## config.mk

```make
export PLATFORM = sky130hd
export DESIGN_NAME = rtc_reg_bank_flat
export DESIGN_NICKNAME = d
export VERILOG_FILES = /design/src/rtl/rtc_reg_pkg.sv /design/src/rtl/rtc_reg_bank_if.sv /design/src/rtl/rtc_reg_serializer.sv /design/src/rtl/rtc_reg_bank.sv /design/src/flat_wrapper.sv
export SDC_FILE = /design/constraint.sdc
export NUM_CORES = 1
export LEC_CHECK = 0
export ABC_CLOCK_PERIOD_IN_PS = 8300
export BUFFER_PORTS_ARGS = -buffer_cell sky130_fd_sc_hd__buf_2
export CAP_MARGIN = 0
export CORE_ASPECT_RATIO = 0.5
export CORE_UTILIZATION = 45
export DETAILED_ROUTE_END_ITERATION = 7
export HOLD_SLACK_MARGIN = 0.12
export PLACE_DENSITY = 0.69
export SLEW_MARGIN = 20
export SYNTH_ARGS = -nofsm -noshare
export SYNTH_HDL_FRONTEND = slang
export SYNTH_SLANG_ARGS = --single-unit
```

## constraint.sdc

```tcl
create_clock -name clk -period 8.3 [get_ports clk]
set_input_delay 0.415 -clock clk [delete_from_list [all_inputs] [get_ports clk]]
set_output_delay 0.415 -clock clk [all_outputs]
set_load 0.01 [all_outputs]
```

## src/rtl/rtc_reg_pkg.sv

```systemverilog
// Shared types and constants for the RTC capture-and-replay register bank.
package rtc_reg_pkg;

   typedef enum logic [0:0] {
      IDLE = 1'b0,
      FILL = 1'b1
   } state_t;

   localparam logic [7:0] WIN_LO_DEF  = 8'h18;
   localparam logic [7:0] WIN_HI_DEF  = 8'h1E;
   localparam logic [7:0] ARM_MIN_DEF = 8'd37;

   // Index width able to hold 0..n (the serializer's marker slot needs n itself).
   function automatic int idx_width(input int n);
      return $clog2(n + 1);
   endfunction

endpackage

```

## src/rtl/rtc_reg_bank_if.sv

```systemverilog
// Sequencer-side bus feeding the register bank: read data, step counter and control strobes.
interface rtc_reg_bank_if #(
   parameter int DATA_W = 8,
   parameter int CNT_W  = 8
) ();

   logic [DATA_W-1:0] data_i;
   logic [CNT_W-1:0]  seq_cnt_i;
   logic              rd_i;
   logic              enable_i;
   logic              abort_i;

   modport master (
      output data_i, seq_cnt_i, rd_i, enable_i, abort_i
   );

   modport slave (
      input data_i, seq_cnt_i, rd_i, enable_i, abort_i
   );

endinterface

```

## src/rtl/rtc_reg_serializer.sv

```systemverilog
// Replays the committed bank as a time-multiplexed byte stream: slots 0..NUM_REGS-1
// carry the registers, slot NUM_REGS is a zero byte flagged as the sync marker.
module rtc_reg_serializer
   import rtc_reg_pkg::*;
#(
   parameter int DATA_W    = 8,
   parameter int NUM_REGS  = 11,
   parameter int SLOT_CLKS = 1,
   parameter int IDX_W     = idx_width(NUM_REGS)
) (
   input  logic                         clk,
   input  logic                         reset,
   input  logic [NUM_REGS*DATA_W-1:0]   bank,
   output logic [DATA_W-1:0]            ser_data_o,
   output logic [IDX_W-1:0]             ser_slot_o,
   output logic                         ser_sync_o
);

   localparam int PRE_W = (SLOT_CLKS > 1) ? $clog2(SLOT_CLKS) : 1;
   localparam logic [PRE_W-1:0] PRE_LAST  = PRE_W'(SLOT_CLKS - 1);
   localparam logic [IDX_W-1:0] SLOT_LAST = IDX_W'(NUM_REGS);

   logic [PRE_W-1:0]  pre_r;
   logic [IDX_W-1:0]  slot_r;
   logic              slot_adv_s;
   logic [DATA_W-1:0] mux_s;
   logic              sync_s;

   assign slot_adv_s = (pre_r == PRE_LAST);

   // Prescaler and slot counter; the slot wraps from the marker back to register 0.
   always_ff @(posedge clk or posedge reset) begin
      if (reset) begin
         pre_r  <= {PRE_W{1'b0}};
         slot_r <= {IDX_W{1'b0}};
      end else if (slot_adv_s) begin
         pre_r  <= {PRE_W{1'b0}};
         slot_r <= (slot_r == SLOT_LAST) ? {IDX_W{1'b0}} : slot_r + IDX_W'(1'b1);
      end else begin
         pre_r  <= pre_r + PRE_W'(1'b1);
         slot_r <= slot_r;
      end
   end

   // The marker slot matches no register, so it falls through to a zero byte.
   always_comb begin
      mux_s  = {DATA_W{1'b0}};
      sync_s = (slot_r == SLOT_LAST);
      for (int k = 0; k < NUM_REGS; k++) begin
         if (slot_r == IDX_W'(k)) begin
            mux_s = bank[k*DATA_W +: DATA_W];
         end else begin
            mux_s = mux_s;
         end
      end
   end

   // Registered replay outputs, one cycle behind the slot counter.
   always_ff @(posedge clk or posedge reset) begin
      if (reset) begin
         ser_data_o <= {DATA_W{1'b0}};
         ser_slot_o <= {IDX_W{1'b0}};
         ser_sync_o <= 1'b0;
      end else begin
         ser_data_o <= mux_s;
         ser_slot_o <= slot_r;
         ser_sync_o <= sync_s;
      end
   end

endmodule

```

## src/rtl/rtc_reg_bank.sv

```systemverilog
// Captures one byte per qualified read into a shadow bank, commits whole frames
// atomically to the output bank, and hands the committed bank to the serializer.
module rtc_reg_bank
   import rtc_reg_pkg::*;
#(
   parameter int               DATA_W    = 8,
   parameter int               NUM_REGS  = 11,
   parameter int               CNT_W     = 8,
   parameter logic [CNT_W-1:0] WIN_LO    = WIN_LO_DEF,
   parameter logic [CNT_W-1:0] WIN_HI    = WIN_HI_DEF,
   parameter logic [CNT_W-1:0] ARM_MIN   = ARM_MIN_DEF,
   parameter int               SLOT_CLKS = 1,
   localparam int              IDX_W     = idx_width(NUM_REGS)
) (
   input  logic                        clk,
   input  logic                        reset,
   rtc_reg_bank_if.slave               bus,
   output logic [IDX_W-1:0]            wr_idx_o,
   output logic                        filling_o,
   output logic                        frame_done_o,
   output logic [NUM_REGS*DATA_W-1:0]  regs_o,
   output logic [DATA_W-1:0]           ser_data_o,
   output logic [IDX_W-1:0]            ser_slot_o,
   output logic                        ser_sync_o
);

   localparam logic [IDX_W-1:0] IDX_ZERO = {IDX_W{1'b0}};
   localparam logic [IDX_W-1:0] LAST_IDX = IDX_W'(NUM_REGS - 1);

   logic                       rd_q_r;
   logic                       qe_s;
   logic                       in_win_s;
   logic                       capture_s;
   logic                       commit_s;
   state_t                     state_r;
   state_t                     state_nx_s;
   logic [IDX_W-1:0]           wr_idx_r;
   logic [IDX_W-1:0]           wr_idx_nx_s;
   logic                       frame_done_r;
   logic [DATA_W-1:0]          shadow_r [NUM_REGS];
   logic [NUM_REGS*DATA_W-1:0] bank_r;

   assign qe_s      = rd_q_r & ~bus.rd_i & bus.enable_i & (bus.seq_cnt_i > ARM_MIN);
   assign in_win_s  = (bus.seq_cnt_i >= WIN_LO) && (bus.seq_cnt_i <= WIN_HI);
   // Abort leaves the shadow untouched, even on an in-window cycle.
   assign capture_s = (state_r == FILL) && in_win_s && !bus.abort_i;

   // Read-strobe delay for falling-edge detection.
   always_ff @(posedge clk or posedge reset) begin
      if (reset) begin
         rd_q_r <= 1'b0;
      end else begin
         rd_q_r <= bus.rd_i;
      end
   end

   // FSM state register together with the write index and commit pulse.
   always_ff @(posedge clk or posedge reset) begin
      if (reset) begin
         state_r      <= IDLE;
         wr_idx_r     <= IDX_ZERO;
         frame_done_r <= 1'b0;
      end else begin
         state_r      <= state_nx_s;
         wr_idx_r     <= wr_idx_nx_s;
         frame_done_r <= commit_s;
      end
   end

   // Next state: abort beats any simultaneous qualified edge.
   always_comb begin
      state_nx_s  = state_r;
      wr_idx_nx_s = wr_idx_r;
      commit_s    = 1'b0;
      if (bus.abort_i) begin
         state_nx_s  = IDLE;
         wr_idx_nx_s = IDX_ZERO;
      end else begin
         case (state_r)
            IDLE: begin
               if (qe_s) begin
                  state_nx_s  = FILL;
                  wr_idx_nx_s = IDX_ZERO;
               end else begin
                  state_nx_s  = IDLE;
               end
            end
            FILL: begin
               if (qe_s && (wr_idx_r == LAST_IDX)) begin
                  state_nx_s  = IDLE;
                  wr_idx_nx_s = IDX_ZERO;
                  commit_s    = 1'b1;
               end else if (qe_s) begin
                  wr_idx_nx_s = wr_idx_r + IDX_W'(1'b1);
               end else begin
                  state_nx_s  = FILL;
               end
            end
            default: begin
               state_nx_s  = IDLE;
               wr_idx_nx_s = IDX_ZERO;
            end
         endcase
      end
   end

   // Output decode from registered state.
   always_comb begin
      filling_o    = (state_r == FILL);
      wr_idx_o     = wr_idx_r;
      frame_done_o = frame_done_r;
      regs_o       = bank_r;
   end

   // Shadow capture: every in-window cycle overwrites, so the last one wins.
   always_ff @(posedge clk or posedge reset) begin
      if (reset) begin
         for (int k = 0; k < NUM_REGS; k++) begin
            shadow_r[k] <= {DATA_W{1'b0}};
         end
      end else begin
         for (int k = 0; k < NUM_REGS; k++) begin
            if (capture_s && (wr_idx_r == IDX_W'(k))) begin
               shadow_r[k] <= bus.data_i;
            end
         end
      end
   end

   // Atomic commit of the whole shadow into the output bank.
   always_ff @(posedge clk or posedge reset) begin
      if (reset) begin
         bank_r <= {(NUM_REGS*DATA_W){1'b0}};
      end else if (commit_s) begin
         for (int k = 0; k < NUM_REGS; k++) begin
            bank_r[k*DATA_W +: DATA_W] <= shadow_r[k];
         end
      end
   end

   rtc_reg_serializer #(
      .DATA_W    (DATA_W),
      .NUM_REGS  (NUM_REGS),
      .SLOT_CLKS (SLOT_CLKS),
      .IDX_W     (IDX_W)
   ) u_ser (
      .clk        (clk),
      .reset      (reset),
      .bank       (bank_r),
      .ser_data_o (ser_data_o),
      .ser_slot_o (ser_slot_o),
      .ser_sync_o (ser_sync_o)
   );

endmodule

```

## src/flat_wrapper.sv

```systemverilog
// flat-port wrapper written by rule: the top's interface ports become plain ports
module rtc_reg_bank_flat import rtc_reg_pkg::*;
#(
   parameter int               DATA_W    = 8,
   parameter int               NUM_REGS  = 11,
   parameter int               CNT_W     = 8,
   parameter logic [CNT_W-1:0] WIN_LO    = WIN_LO_DEF,
   parameter logic [CNT_W-1:0] WIN_HI    = WIN_HI_DEF,
   parameter logic [CNT_W-1:0] ARM_MIN   = ARM_MIN_DEF,
   parameter int               SLOT_CLKS = 1,
   localparam int              IDX_W     = idx_width(NUM_REGS)
)
  (clk, reset, wr_idx_o, filling_o, frame_done_o, regs_o, ser_data_o, ser_slot_o, ser_sync_o, bus_data_i, bus_seq_cnt_i, bus_rd_i, bus_enable_i, bus_abort_i);
  rtc_reg_bank_if #(.DATA_W(DATA_W), .CNT_W(CNT_W)) bus_i ();
  input  logic clk;
  input  logic reset;
  output logic [IDX_W-1:0] wr_idx_o;
  output logic filling_o;
  output logic frame_done_o;
  output logic [NUM_REGS*DATA_W-1:0] regs_o;
  output logic [DATA_W-1:0] ser_data_o;
  output logic [IDX_W-1:0] ser_slot_o;
  output logic ser_sync_o;
  input wire logic [$bits(bus_i.data_i)-1:0] bus_data_i;
  input wire logic [$bits(bus_i.seq_cnt_i)-1:0] bus_seq_cnt_i;
  input wire logic [$bits(bus_i.rd_i)-1:0] bus_rd_i;
  input wire logic [$bits(bus_i.enable_i)-1:0] bus_enable_i;
  input wire logic [$bits(bus_i.abort_i)-1:0] bus_abort_i;
  assign bus_i.data_i = bus_data_i;
  assign bus_i.seq_cnt_i = bus_seq_cnt_i;
  assign bus_i.rd_i = bus_rd_i;
  assign bus_i.enable_i = bus_enable_i;
  assign bus_i.abort_i = bus_abort_i;
  rtc_reg_bank #(.DATA_W(DATA_W), .NUM_REGS(NUM_REGS), .CNT_W(CNT_W), .WIN_LO(WIN_LO), .WIN_HI(WIN_HI), .ARM_MIN(ARM_MIN), .SLOT_CLKS(SLOT_CLKS)) u_core (.clk(clk), .reset(reset), .bus(bus_i), .wr_idx_o(wr_idx_o), .filling_o(filling_o), .frame_done_o(frame_done_o), .regs_o(regs_o), .ser_data_o(ser_data_o), .ser_slot_o(ser_slot_o), .ser_sync_o(ser_sync_o));
endmodule
```

==> qor.yml <==
floorplan:
  ioPinCount: 128
  rows: 35
  fp.dieW_um: 198
  die-area_um2: 19700
  die_h_um: 99.8
  core_area_um2: 18600
  start_util: 0.463
clock_network:
  cts.sinks: 200
  cts_root_buf: "clkbuf_16"
  hold_buffers: 1
  cts_tree: "built"
  clkTransAtPathRegs_ns: 0.08
  numCtsBuffers: 17
  clk_latency_ns: 0.44
  cts_max_level: 4
  clock_path_buffers: 2
  post_cts_buffers: 0
  ctsResizeCount: 0
synthesis:
  syn_area_per_cell_um2: 13.1
  yosysSeqAreaShare: 0.582
  synth_edf_count: 0
  ys_types: 39
  synthTopCellsByArea: "dfrtp_1, mux2_2, nand2_1, o21ai_0, a221o_1"
  synth.top_cell.area_share: 0.582
  syn-cell-area_um2: 8600
  synth_warnings: 0
  synth_common_cells: "dfrtp_1, mux2_2, nand2_1, o21ai_0, clkbuf_1"
  dominantRegCellSynth: "dfrtp_1"
  synth_nets: 688
  synthCells: 659
  synth_area_leader_cell: "dfrtp_1"
  yosysMostFrequentCell: "dfrtp_1"
  ys_ff_latch: 200
  synthArstFlopShare: 1.00
sta:
  max_freq_mhz: 321
  layout_setup_ws_ns: 5.19
  finalMaxSlewViolations: 0
  fin_tns_setup_ns: 0
  period_share: 0.375
  clock_skew_ns: 0.0120
  max-slew-margin-rel: 0.375
  finalHoldViolCount: 0
  fin_crit_ns: 3.11
  tightestPinTransition_ns: 0.933
  setup_violations: 0
  rsz0062_at_grt: "no"
drt:
  finalWirelength_mm: 22.4
  wl_per_cell_um: 21.5
  dr.pass1.iters: 6
  vias_per_cell: 5.67
  drc: 0
  vias: 5893
  drtIter0Drc: 587
  ant_nets: 0
global_routing:
  grt_pass1_wl_mm: 34.2
  grt_pass1_vias: 5621
  grt_max_degree: 133
  track_usage: 0.235
  grt_overflow: 0
  antenna_found_initial: 0
placed_design:
  dpl-instance-area_um2: 9430
  dp_slack_ns: 5.13
  gp_congestion: 0.943
  hpwl_mm: 15.1
  portBuffers: 127
power:
  p_leak_nw: 5.29
  power-per-cell-area_nw_per_um2: 184
  power_mw: 1.84
  ir_worst_vdd_mv: 0.127
critical_path:
  setup.worst_path.start_class: "input pin"
  crit_fanout: 61
  cp_data_arrival_time_ns: 3.42
  end_kind: "register"
  worstSetupPathType: "in2reg"
  cp.required_ns: 8.61
worst_hold_path:
  hold_path.class: "in2async"
final_layout:
  nFillCells: 1587
  final_util: 0.541
  layout-drive-gt1-share: 0.440
  fin_area_um2: 10000
  area_growth_pct: 16.7
  diodes: 0
  final_nets: 796
status:
  status: "completed"
run:
  drv_cap: 0
## power breakdown
group          total, mW  switching (mW)  internal [mW]
sequential         0.977         0.00133          0.976
clock              0.826           0.417          0.409
combinational     0.0410          0.0338        0.00721
total               1.84           0.452           1.39
## registers in the layout (all words and copies together) (netlist names)
name and count:
u_core.u_ser.ser_data_o 8, u_core.filling_o 1, u_core.regs_o 88, u_core.wr_idx_o 4, u_core.u_ser.ser_sync_o 1, u_core.frame_done_o 1, u_core.u_ser.slot_r 4, u_core.u_ser.ser_slot_o 4
u_core.shadow_r 88, u_core.rd_q_r 1
## layer usage
| metal | GRT usage | part of all wire | up-vias |
|---|---|---|---|
| li1 | - | - | 2605 |
| met1 | 0.364 | 0.48 | 3055 |
| met2 | 0.332 | 0.43 | 205 |
| met3 | 0.0497 | 0.064 | 28 |
| met4 | 0.0656 | 0.017 | 0 |
| met5 | 0 | 0 | - |
## cell usage in the layout, fill, tap and decap left out, types with 2 or more instances in the layout
master	netlist	routed
nor2_1	13	13
a31oi_1	2	2
a221oi_1	8	8
buf_2	11	127
nand2_1	52	52
mux2_2	169	169
a211oi_1	3	3
o21ai_0	32	32
mux2_4	8	8
nand2b_1	5	5
and2_1	2	2
clkinv_8	0	4
or4_1	2	2
inv_6	0	4
inv_1	11	10
clkinv_4	0	2
nor2b_1	12	12
inv_8	0	4
o22ai_1	8	8
nand4_1	2	2
nor3_1	8	8
dfrtp_1	200	200
clkbuf_16	0	17
o21a_1	7	7
ha_1	8	8
nand3_1	13	13
nand4b_1	3	3
buf_4	2	5
or3_1	2	2
a221o_1	12	12
and2_0	2	2
a32oi_1	6	6
a21oi_1	16	16
## critical path, cell delays in order
cell and delay (ns):
dlygate4sd3_1 0.54, buf_2 0.12, nand4b_1 0.44, nor3_4 0.29, buf_4 0.40, buf_4 0.75
mux2_2 0.42
## area by class of cell
class                      count  area, µm²  share of cell area
clock inverter                15        175              0.0174
tap                          259        324              0.0323
timing repair buffer         133        683              0.0681
inverter                      11       48.8             0.00486
multi-input combinational    404       3380               0.336
sequential                   200       5000               0.499
clock buffer                  17        425              0.0424
## through the flow
stage               hold slack (ns)  std cells
floorplan                     0.369        659
global placement              0.463       1006
detailed placement            0.472       1006
CTS                           0.208       1039
global route                  0.220       1039
finish                        0.148       1039
## worst paths after layout
kind	start	endpoint	slack [ns]	cells past startpoint
max	bus_rd_i	u_core.regs_o[41]$_DFFE_PP0P_	5.19	7
min in group clk	bus_abort_i	u_core.wr_idx_o[0]$_DFFE_PP0P_	0.22	2
max in group asynchronous	reset	u_core.shadow_r[35]$_DFFE_PP0P_	6.62	3
min reg2reg	u_core.shadow_r[43]$_DFFE_PP0P_	u_core.regs_o[43]$_DFFE_PP0P_	0.50	1
max reg2reg	u_core.wr_idx_o[3]$_DFFE_PP0P_	u_core.regs_o[41]$_DFFE_PP0P_	5.35	6
min	reset	u_core.frame_done_o$_DFF_PP0_	0.15	2
## cell families after synthesis
group,count (synthesis),synth area share
flops,200,0.582
mux,177,0.235
simple gates,122,0.0698
compound gates,97,0.0752
buf+inv,55,0.0265
fa+ha+maj,8,0.0116
(Power assumes the default switching activity.)
